[config.mk]
export PLATFORM = sky130hd
export DESIGN_NAME = jk_counter_bank_flat
export DESIGN_NICKNAME = d
export VERILOG_FILES = /design/src/rtl/jk_counter_bank_pkg.sv /design/src/rtl/jk_counter_bank_if.sv /design/src/rtl/jk_counter_bank_cell.sv /design/src/rtl/jk_counter_bank.sv /design/src/flat_wrapper.sv
export SDC_FILE = /design/constraint.sdc
export NUM_CORES = 1
export LEC_CHECK = 0
export ABC_AREA = 1
export BUFFER_PORTS_ARGS = -buffer_cell sky130_fd_sc_hd__buf_2
export CAP_MARGIN = 0
export CELL_PAD_IN_SITES_DETAIL_PLACEMENT = 1
export CELL_PAD_IN_SITES_GLOBAL_PLACEMENT = 1
export CORE_MARGIN = 2
export CORE_UTILIZATION = 26
export DETAILED_ROUTE_END_ITERATION = 8
export PLACE_DENSITY = 0.77
export SLEW_MARGIN = 10
export SYNTH_ARGS = -nofsm -noshare
export SYNTH_HDL_FRONTEND = slang
export SYNTH_SLANG_ARGS = --single-unit
[constraint.sdc]
create_clock -name clk -period 1.2 [get_ports clk]
set_input_delay 0.12 -clock clk [delete_from_list [all_inputs] [get_ports clk]]
set_output_delay 0.12 -clock clk [all_outputs]
set_load 0.1 [all_outputs]
[src/rtl/jk_counter_bank_pkg.sv]
// Shared definitions for the JK counter bank: mode encoding and width limit.
package jk_pkg;

    typedef enum logic [1:0] {
        JK_MODE_JK   = 2'd0,
        JK_MODE_UP   = 2'd1,
        JK_MODE_DOWN = 2'd2,
        JK_MODE_LOAD = 2'd3
    } jk_mode_e;

    localparam int unsigned JK_MAX_WIDTH = 32;

endpackage

[src/rtl/jk_counter_bank_if.sv]
// Control/status bundle of the JK counter bank; master drives controls, slave drives state.
interface jk_counter_bank_if
    import jk_pkg::*;
#(
    parameter int unsigned WIDTH = 4
);
    logic             en;
    jk_mode_e         mode;
    logic [WIDTH-1:0] j;
    logic [WIDTH-1:0] k;
    logic [WIDTH-1:0] d;
    logic [WIDTH-1:0] q;
    logic [WIDTH-1:0] q_bar;
    logic             tc;
    logic             wrap;

    modport master (
        output en, mode, j, k, d,
        input  q, q_bar, tc, wrap
    );

    modport slave (
        input  en, mode, j, k, d,
        output q, q_bar, tc, wrap
    );
endinterface

[src/rtl/jk_counter_bank_cell.sv]
// Single JK flip-flop with synchronous reset to a per-bit value and an update enable.
module jk_cell (
    input  logic clk,
    input  logic rst,
    input  logic rst_val,
    input  logic en,
    input  logic j,
    input  logic k,
    output logic q,
    output logic q_bar
);
    logic q_q;

    always_ff @(posedge clk) begin
        if (rst) begin
            q_q <= rst_val;
        end else if (en) begin
            case ({j, k})
                2'b01:   q_q <= 1'b0;
                2'b10:   q_q <= 1'b1;
                2'b11:   q_q <= ~q_q;
                default: q_q <= q_q;
            endcase
        end
    end

    assign q     = q_q;
    assign q_bar = ~q_q;
endmodule

[src/rtl/jk_counter_bank.sv]
// WIDTH-bit bank of JK cells: per-bit JK, up/down count via toggle chains, parallel load.
// Define JK_COUNTER_SAT_EN to saturate at the count limits instead of wrapping.
module jk_counter_bank
    import jk_pkg::*;
#(
    parameter int unsigned WIDTH     = 4,
    parameter logic [31:0] RESET_VAL = '0
) (
    input  logic              clk,
    input  logic              rst,
    jk_counter_bank_if.slave  bus
);
    localparam logic [WIDTH-1:0] RST_V = RESET_VAL[WIDTH-1:0];
`ifdef JK_COUNTER_SAT_EN
    localparam bit SAT = 1'b1;
`else
    localparam bit SAT = 1'b0;
`endif

    logic [WIDTH-1:0] q, q_bar, t_up, t_dn, cell_j, cell_k;
    logic             at_max, at_min, up_act, dn_act, wrap_d, wrap_q;

    assign at_max = &q;
    assign at_min = ~|q;
    assign up_act = bus.en && (bus.mode == JK_MODE_UP);
    assign dn_act = bus.en && (bus.mode == JK_MODE_DOWN);

    // Ripple toggle enables: bit i toggles when every lower bit is 1 (up) or 0 (down).
    always_comb begin
        t_up    = '0;
        t_dn    = '0;
        t_up[0] = 1'b1;
        t_dn[0] = 1'b1;
        for (int unsigned i = 1; i < WIDTH; i++) begin
            t_up[i] = t_up[i-1] & q[i-1];
            t_dn[i] = t_dn[i-1] & ~q[i-1];
        end
    end

    always_comb begin
        cell_j = bus.j;
        cell_k = bus.k;
        case (bus.mode)
            JK_MODE_UP: begin
                cell_j = (SAT && at_max) ? '0 : t_up;
                cell_k = cell_j;
            end
            JK_MODE_DOWN: begin
                cell_j = (SAT && at_min) ? '0 : t_dn;
                cell_k = cell_j;
            end
            JK_MODE_LOAD: begin
                cell_j = bus.d;
                cell_k = ~bus.d;
            end
            default: ;
        endcase
    end

    for (genvar i = 0; i < WIDTH; i++) begin : g_cell
        jk_cell u_cell (
            .clk     (clk),
            .rst     (rst),
            .rst_val (RST_V[i]),
            .en      (bus.en),
            .j       (cell_j[i]),
            .k       (cell_k[i]),
            .q       (q[i]),
            .q_bar   (q_bar[i])
        );
    end

    assign wrap_d = !SAT && ((up_act && at_max) || (dn_act && at_min));

    always_ff @(posedge clk) begin
        if (rst) begin
            wrap_q <= 1'b0;
        end else begin
            wrap_q <= wrap_d;
        end
    end

    assign bus.q     = q;
    assign bus.q_bar = q_bar;
    assign bus.tc    = !rst && ((up_act && at_max) || (dn_act && at_min));
    assign bus.wrap  = wrap_q;
endmodule

[src/flat_wrapper.sv]
// flat-port wrapper written by rule: the top's interface ports become plain ports
module jk_counter_bank_flat import jk_pkg::*;
#(
    parameter int unsigned WIDTH     = 4,
    parameter logic [31:0] RESET_VAL = '0
)
  (clk, rst, bus_en, bus_mode, bus_j, bus_k, bus_d, bus_q, bus_q_bar, bus_tc, bus_wrap);
  jk_counter_bank_if #(.WIDTH(WIDTH)) bus_i ();
  input  logic clk;
  input  logic rst;
  input wire logic [$bits(bus_i.en)-1:0] bus_en;
  input wire logic [$bits(bus_i.mode)-1:0] bus_mode;
  input wire logic [$bits(bus_i.j)-1:0] bus_j;
  input wire logic [$bits(bus_i.k)-1:0] bus_k;
  input wire logic [$bits(bus_i.d)-1:0] bus_d;
  output wire logic [$bits(bus_i.q)-1:0] bus_q;
  output wire logic [$bits(bus_i.q_bar)-1:0] bus_q_bar;
  output wire logic [$bits(bus_i.tc)-1:0] bus_tc;
  output wire logic [$bits(bus_i.wrap)-1:0] bus_wrap;
  assign bus_i.en = bus_en;
  assign bus_i.mode = bus_mode;
  assign bus_i.j = bus_j;
  assign bus_i.k = bus_k;
  assign bus_i.d = bus_d;
  assign bus_q = bus_i.q;
  assign bus_q_bar = bus_i.q_bar;
  assign bus_tc = bus_i.tc;
  assign bus_wrap = bus_i.wrap;
  jk_counter_bank #(.WIDTH(WIDTH), .RESET_VAL(RESET_VAL)) u_core (.clk(clk), .rst(rst), .bus(bus_i));
endmodule
---- Yosys cells after proc, flatten, opt, wreduce, memory -nomap -nowiden ----
Index checks and enable logic that the tools add are counted.
word-level totals
  flip-flop bits (word level) ............. 5
  input bits .............................. 17
cells by class
  eq/ne operators ......................... 15
  muxes and demuxes ....................... 6
  bitwise logic cells ..................... 9
  reductions and logical operators ........ 18
operator list
  cell                                                                   number
  4-bit case mux with 3 select lines                                     2
  2-bit equality test, second input constant                             10
  1-bit case mux with 3 select lines                                     4
  3-bit nonzero test                                                     4
  2-bit by 1-bit equality test with 1-bit output, second input constant  5
  2-bit AND reduction                                                    4
  1-bit logical AND                                                      5
  1-bit AND                                                              4
  1-bit inverter                                                         4
  4-bit inverter                                                         1
  4-bit AND reduction                                                    1
  4-bit OR reduction                                                     1
  1-bit logical NOT                                                      2
  1-bit logical OR                                                       1

---- Logic depth before layout (Yosys ltp) ----
Gate-level depths: netlist of run 1.
  word-level depth ........................ 7
  mapped depth ............................ 8
  depth with buffers taken out ............ 8

---- By module ----
Synthesis of run 1 repeated with hierarchy kept, for this count alone.
second synthesis, totals
  cell total of the unflattened synthesis .. 112
  area, all modules ....................... 676.9 sq um
by module, submodules not included
  module           times used  cells an instance  area an instance (sq um)  seq. area each (sq um)
  jk_cell          4           13                 101.3                     30.0
  jk_counter_bank  1           60                 271.5                     20.0

---- Worst setup path before layout of run 1 ----
OpenSTA, ideal clock, no wires.
  path kind ............................... reg2out
  start point ............................. register u_core.g_cell[0].u_cell.q_q
  end point ............................... output port bus_tc
  arrival ................................. 2.307 ns
  data required time ...................... 1.080 ns
  path slack .............................. -1.227 ns
  cell stages (with the launch flop) ...... 6
  path buffers ............................ 1
  cells stage by stage .................... dfxtp_1 > buf_2 > nand3_1 > o21ai_0 > nand3_1 > a21oi_1
between the ends
  longest elaborated chain between the ends .. 5
  elaborated cells on any way between the ends .. 7
  those cells by class .................... reduce/logical: 7
ends and longest elaborated chain
  what                    line                        text
  from (decl)             jk_counter_bank_cell.sv:12  logic q_q;
  from (signal assigned)  jk_counter_bank_cell.sv:16  q_q <= rst_val;
  from (signal assigned)  jk_counter_bank_cell.sv:21  2'b11: q_q <= ~q_q;
  from (signal assigned)  jk_counter_bank_cell.sv:22  default: q_q <= q_q;
  4-bit OR reduction      jk_counter_bank.sv:24       assign at_min = ~|q;
  1-bit logical NOT       jk_counter_bank.sv:24
  1-bit logical AND       jk_counter_bank.sv:85       assign bus.tc = !rst && ((up_act && at_max) || (dn_act && at_min));
  1-bit logical OR (*)    jk_counter_bank.sv:85
  1-bit logical AND (*)   jk_counter_bank.sv:85
  to (decl)               flat_wrapper.sv:18          output wire logic [$bits(bus_i.tc)-1:0] bus_tc;
Mark *: on every way between the ends. The rest lies on a longest branch, timed or not.

---- Worst setup path in the final report of run 1 ----
  start point ............................. register u_core.g_cell[1].u_cell.q_q
  end point ............................... output port bus_tc
between the ends
  longest elaborated chain between the ends .. 5
  elaborated cells on any way between the ends .. 7
  those cells by class .................... reduce/logical: 7
ends and longest elaborated chain
  what                    line
  from (decl)             jk_counter_bank_cell.sv:12
  from (signal assigned)  jk_counter_bank_cell.sv:16
  from (signal assigned)  jk_counter_bank_cell.sv:21
  from (signal assigned)  jk_counter_bank_cell.sv:22
  4-bit OR reduction      jk_counter_bank.sv:24
  1-bit logical NOT       jk_counter_bank.sv:24
  1-bit logical AND       jk_counter_bank.sv:85
  1-bit logical OR (*)    jk_counter_bank.sv:85
  1-bit logical AND (*)   jk_counter_bank.sv:85
Marked as above.

==> results of run 1 <==
Yosys cell counts:
| library cell | number | area (um^2) |
|---|---|---|
| inv_1 | 12 | 45.0 |
| a21oi_1 | 8 | 40.0 |
| buf_4 | 8 | 60.1 |
| o21ai_0 | 6 | 30.0 |
| nor3_1 | 2 | 10.0 |
| buf_2 | 1 | 5.00 |
| nor2_1 | 19 | 71.3 |
| dfxtp_1 | 5 | 100 |
| o211ai_1 | 2 | 15.0 |
| nand2_1 | 18 | 67.6 |
| nand3_1 | 4 | 20.0 |
| o221ai_1 | 1 | 8.76 |
worst paths after layout:
| kind | startpoint | end | cells after the start |
|---|---|---|---|
| worst max register to register | u_core.g_cell[1].u_cell.q | u_core.g_cell[3].u_cell.q | 7 |
| worst max-delay path | u_core.g_cell[1].u_cell.q | bus_tc | 5 |
| worst min register to register | u_core.g_cell[1].u_cell.q | u_core.bus.wrap | 3 |
| worst min-delay path | rst | u_core.g_cell[1].u_cell.q | 2 |
through the flow:
stage                     cell area, um^2  worst slack, ns  util [%]
after floorplan                       512           -0.240         -
after detailed placement              782          -0.0252      45.3
after global placement                782           0.0114      45.3
after global routing                  892           -0.315      51.7
after CTS                             883           -0.234      51.2
final                                 892           -0.241      51.7
flip-flops by register name, summed over array words and instances (netlist names):
| register | flops |
|---|---|
| u_core.g_cell.u_cell.q | 4 |
| u_core.bus.wrap | 1 |
power by group through the flow:
stage / sequential [mW] / combinational, mW / clock [mW]
after detailed placement: 0.201 / 0.526 / 0
after floorplan: 0.212 / 0.338 / 0
final: 0.198 / 0.578 / 0.213
after CTS: 0.197 / 0.572 / 0.219
after global routing: 0.199 / 0.610 / 0.230
after global placement: 0.199 / 0.514 / 0
cells by family after synthesis:
group                  Yosys count  share of synthesized area (%)
buffers and inverters           21                           23.3
DFF                              5                           21.2
and+or+nand+nor                 43                           35.7
AOI/OAI and AO/OA               17                           19.8
worst max-delay path, delay by kind of cell, from the launching register on:
family / cells / cell delay [ns]
DFF: 1 / 0.36
and+or+nand+nor: 2 / 0.20
AOI/OAI and AO/OA: 2 / 0.32
buffers and inverters: 1 / 0.19
area by class of cell:
type,count,area share (%)
clock buffer,4,2.95
sequential,5,12.2
timing repair buffer,35,37.7
inverter,12,5.61
multi-input combinational,60,38.0
tap,25,3.51
per-layer routing:
metal	GRT usage (%)	routed length, um	vias up
li1	-	-	327
met4	10.0	47	0
met1	22.8	760	314
met5	0	0	-
met2	42.2	1090	25
met3	3.14	110	6
what timing repair did:
item,in CTS,in global routing
setup buffers,5,0
gates resized for setup,14,10
setup endpoints to repair,3,9
pin swaps,9,6
==> metrics.md, run 1 <==
| Metric | Value |
|---|---|
| CP Launch Type | register |
| Hold Slack | 0.100 ns |
| Root buf cell | clkbuf_4 |
| Fmax | 694 MHz |
| Synthesis warning total | 0 |
| Synth cell types | 12 |
| Power per standard cell area | 1110 nW/um^2 |
| Final Max Slew Viols | 0 |
| Die area | 2180 um^2 |
| Final setup TNS | -0.245 ns |
| Syn nets | 103 |
| Critical path type | reg2out |
| Worst skew pair latency | 0.25 ns |
| Via Count | 672 |
| Setup ws final | -0.241 ns |
| Share of layout cells above drive strength 1 | 49.1% |
| Global-route wire length before repair | 3260 um |
| Avg WL per Cell | 14.3 um |
| Period utilisation layout | 120% |
| Sw frac | 48.0% |
| Reg area | 109 um^2 |
| Clock network power share | 21.5% |
| FP Rows | 15 |
| Share of the yosys chip area belonging to registers | 21.2% |
| Sw power | 0.474 mW |
| Critical path peak fanout | 3 |
| Final hold violation count | 0 |
| Antenna-violating nets left | 0 |
| Worst min path class | in2reg |
| Starting Density | 27.4% |
| First-pass DRT Iterations | 4 |
| Die Ht | 46.7 um |
| Clk slew on worst S/H paths | 0.05 ns |
| P&R area growth vs syn | 88.6% |
| Cells after DPL | 134 |
| Run status | complete, but fails checks |
| Filler instances | 237 |
| Slew @ Worst Pin | 0.504 ns |
| Gate power share | 58.5% |
| Flop-to-flop setup slack | 0.03 ns |
| Max cap viols | 0 |
| Fin nets | 134 |
| Fin crit period | 1.44 ns |
| CP required | 1.08 ns |
| Drt via density | 4.77 |
| I/O Buffers | 26 |
| Final setup vio count | 2 |
| H-tree Lvls | 1 |
| GRT overflow | 0 |
| Slew HR | 66.6% |
| Syn Inst Count | 86 |
| Max VDD drop | 0.629 mV |
| Worst-path cell chain | nand3_2 -> o21ai_2 -> nand3_2 -> a21oi_4 -> buf_12 |
| Mapped Area | 473 um^2 |
| Pin count of the biggest net entering global routing | 9 |
| Ant. Diodes | 0 |
| Vias in the first global route | 757 |
| Hold-fix buffers, CTS | 0 |
| Max incr delay on CP | 0.36 ns |
| Internal power | 0.514 mW |
| Crit-path slowest cell | dfxtp_4 |
| Avg Cell Area, Syn | 5.50 um^2 |
| Fin cells | 141 |
| Area of the multi-input gates | 339 um^2 |
| Crit-path most repeated cell | nand3_2 |
| # IOs | 27 |
| Total Power | 0.988 mW |
| Initial antenna violation count | 0 |
| Skew final | 0.00182 ns |
| Dpl hpwl | 1440 um |
| Crit path DAT | 1.32 ns |
| Routability cong. | 0.799 |
| Failing checks | setup timing |
| #FFs+latches synth | 5 |
| Sequential power share | 20.0% |
| Worst Setup End Kind | primary output |
| Clock Sinks | 5 |
| CTS tree | yes |
| Die width | 46.7 um |
| Final wirelength | 2010 um |
| RSZ-0062 raised after global routing | true |
| Iter 0 DRT Violations | 3 |
| DRC Markers | 0 |
| Gr usage total | 21.9% |
| Placeable core region | 1730 um^2 |
| Clk buf depth | 2 |
| Leak | 0.428 nW |
| CTS Buf Count | 3 |
| Most frequent cells in the layout | nand2_1, buf_2, nor2_1, inv_1, buf_12 |
(Power assumes the default switching activity.)
==> inputs of run 2 (changes only) <==
CELL_PAD_IN_SITES_DETAIL_PLACEMENT = default   (was 1)
CELL_PAD_IN_SITES_GLOBAL_PLACEMENT = default   (was 1)
CORE_AREA = 2 2 39 41   (was default)
CORE_MARGIN = default   (was 2)
CORE_UTILIZATION = default   (was 26)
DIE_AREA = 0 0 41 43   (was default)
PLACE_DENSITY = 0.68   (was 0.77)
==> metrics.md, run 2 (synthesis gave the netlist of run 1 again) <==
| Metric | Value |
|---|---|
| Run status | complete, but fails checks |
| Failing checks | setup timing |
| Max reg flops | 4 (unchanged) |
| Placed Area | 756 um^2 (-3.4%) |
| Iter 0 DRT Violations | 12 (+9) |
| Crit-path most repeated cell | nand3_2 |
| Die area | 1760 um^2 (-19%) |
| Clock Sinks | 5 (unchanged) |
| Via Count | 611 (-9.1%) |
| Worst setup path start | u_core.g_cell[0].u_cell.q |
| Drt via density | 4.74 (-0.62%) |
| Worst skew pair latency | 0.24 ns (about the same) |
| Routability cong. | 0.873 (+9.3%) |
| Slew HR | 68.1% (+1.5 points) |
| Crit path DAT | 1.29 ns (-0.03 ns) |
| Worst R2R Start | u_core.g_cell[0].u_cell.q |
| Dpl hpwl | 1110 um (-23%) |
| Flop-to-flop setup slack | 0.03 ns (about the same) |
| Final wirelength | 1350 um (-33%) |
| Clk slew on worst S/H paths | 0.05 ns (about the same) |
| Ant. Diodes | 0 (unchanged) |
| Commonest non-fill, non-tap cell in the layout | nor2_1 |
| CTS Buf Count | 3 (unchanged) |
| Max VDD drop | 0.678 mV (+7.8%) |
| Hold path start | rst |
| Pin count of the biggest net entering global routing | 9 (unchanged) |
| CP required | 1.08 ns (about the same) |
| Internal power | 0.497 mW (-3.2%) |
| # IOs | 27 (unchanged) |
| Critical path peak fanout | 3 (unchanged) |
| Hold depth | 2 (unchanged) |
| Period utilisation layout | 117% (-3.0 points) |
| Die Ht | 43 um (-7.8%) |
| FP Rows | 14 (-1) |
| Fin nets | 131 (-2.2%) |
| CTS tree | yes |
| Initial antenna violation count | 0 (unchanged) |
| DR WL met2 | 679 um (-38%) |
| Area of the multi-input gates | 305 um^2 (-10%) |
| Slew @ Worst Pin | 0.482 ns (-0.0224 ns) |
| Share of layout cells above drive strength 1 | 43.4% (-5.8 points) |
| Fin crit period | 1.41 ns (-0.0359 ns) |
| Antenna-violating nets left | 0 (unchanged) |
| Leak | 0.398 nW (-7.0%) |
| DRC Markers | 0 (unchanged) |
| Clk buf depth | 2 (unchanged) |
| Crit-path slowest cell | dfxtp_4 |
| Max cap viols | 0 (unchanged) |
| CP Launch Type | register |
| WL met1 | 553 um (-27%) |
| Power per standard cell area | 1130 nW/um^2 (+1.8%) |
| Placeable core region | 1380 um^2 (-20%) |
| GRT overflow | 0 (unchanged) |
| R2R Path End | u_core.g_cell[2].u_cell.q |
| Vias in the first global route | 546 (-28%) |
| Clock network power share | 21.7% (+0.2 points) |
| Final setup vio count | 3 (+1) |
| Starting Density | 34.2% (+6.8 points) |
| Fmax | 712 MHz (+2.6%) |
| Final Max Slew Viols | 0 (unchanged) |
| Worst min path class | in2reg |
| DR top layer | met4 |
| Final hold violation count | 0 (unchanged) |
| Cell count of the worst reg-to-reg path | 7 (unchanged) |
| Sw frac | 46.4% (-1.6 points) |
| Most frequent cells in the layout | nor2_1, nand2_1, buf_2, inv_1, buf_12 |
| Skew final | 0.00466 ns (+0.00283 ns) |
| I/O Buffers | 26 (unchanged) |
| Global-route wire length before repair | 2190 um (-33%) |
| Setup ws final | -0.205 ns (+0.0359 ns) |
| Sw power | 0.431 mW (-9.1%) |
| WL met3 | 110 um (unchanged) |
| Sequential power share | 21.5% (+1.5 points) |
| Setup WS pre-CTS | -0.0198 ns (+0.00541 ns) |
| Reg area | 106 um^2 (-2.3%) |
| First-pass DRT Iterations | 5 (+1) |
| Max incr delay on CP | 0.36 ns (about the same) |
| H-tree Lvls | 1 (unchanged) |
| Worst-path cell chain | nand3_2 -> o21ai_2 -> nand3_2 -> a21oi_4 -> buf_12 |
| RSZ-0062 raised after global routing | true |
| Design area | 823 um^2 (-7.7%) |
| Critical path type | reg2out |
| Root buf cell | clkbuf_4 |
| Gr usage total | 18.5% (-3.5 points) |
| P&R area growth vs syn | 74.1% |
| Worst Setup End Kind | primary output |
| Gate power share | 56.8% (-1.7 points) |
| Avg WL per Cell | 10.5 um (-27%) |
| WHS Endpoint | u_core.g_cell[0].u_cell.q |
| Die width | 41 um (-12%) |
| Filler instances | 136 (-43%) |
run 2: cell count changes in the layout (fill, tap and decap cells not counted), sizes merged:
| cell | previous run | this run |
|---|---|---|
| buf | 35 | 32 |
run 2: final cells by class:
cell class                 instances  share of cell area, %
clock buffer                       4                   3.19
inverter                          12                   5.78
multi-input combinational         60                   37.1
sequential                         5                   12.9
tap                               16                   2.43
timing repair buffer              32                   38.6
run 2: power groups by stage:
stage | Combinational, mW | Clock [mW] | Sequential (mW)
floorplan | 0.338 | 0 | 0.212
global placement | 0.499 | 0 | 0.202
detailed placement | 0.503 | 0 | 0.203
CTS | 0.515 | 0.211 | 0.199
global route | 0.556 | 0.218 | 0.201
finish | 0.527 | 0.201 | 0.199
run 2: repair_timing:
item                       CTS  global route
gates resized for setup      5             7
buffers inserted             1             1
setup endpoints to repair    1             4
hold buffers                 0             0
pin swaps                    3             2
run 2: per-layer routing:
layer | up-vias | GRT usage (%)
met1 | 261 | 22.1
met2 | 26 | 29.4
met5 | - | 0
li1 | 322 | -
met4 | 0 | 10.0
met3 | 2 | 3.14
run 2: per-stage QoR:
step	hold slack (ns)	TNS, ns	utilization (%)	instances	total power [mW]
final	0.0713	-0.357	59.5	129	0.928
after global routing	0.0708	-0.493	59.5	129	0.975
after CTS	0.0624	-0.234	57.8	128	0.924
after detailed placement	0.325	-0.0198	54.6	123	0.706
after global placement	0.331	0	54.6	123	0.701
after floorplan	0.182	-0.240	-	86	0.550
run 2: worst max-delay path by stage:
| stage | slack (ns) | to |
|---|---|---|
| 6_report | -0.21 | bus_tc |
| 5_1_grt | -0.26 | bus_tc |
| 3_5_place_dp | -0.02 | bus_tc |
| 3_3_place_gp | 0.01 | bus_tc |
| 2_1_floorplan | -0.24 | bus_tc |
| 4_1_cts | -0.21 | bus_tc |
run 2: critical path, delay by kind of cell, from the launching register on:
family,cells,cell delay [ns]
buffers and inverters,1,0.19
DFF,1,0.36
and+or+nand+nor,2,0.20
AOI/OAI and AO/OA,2,0.29
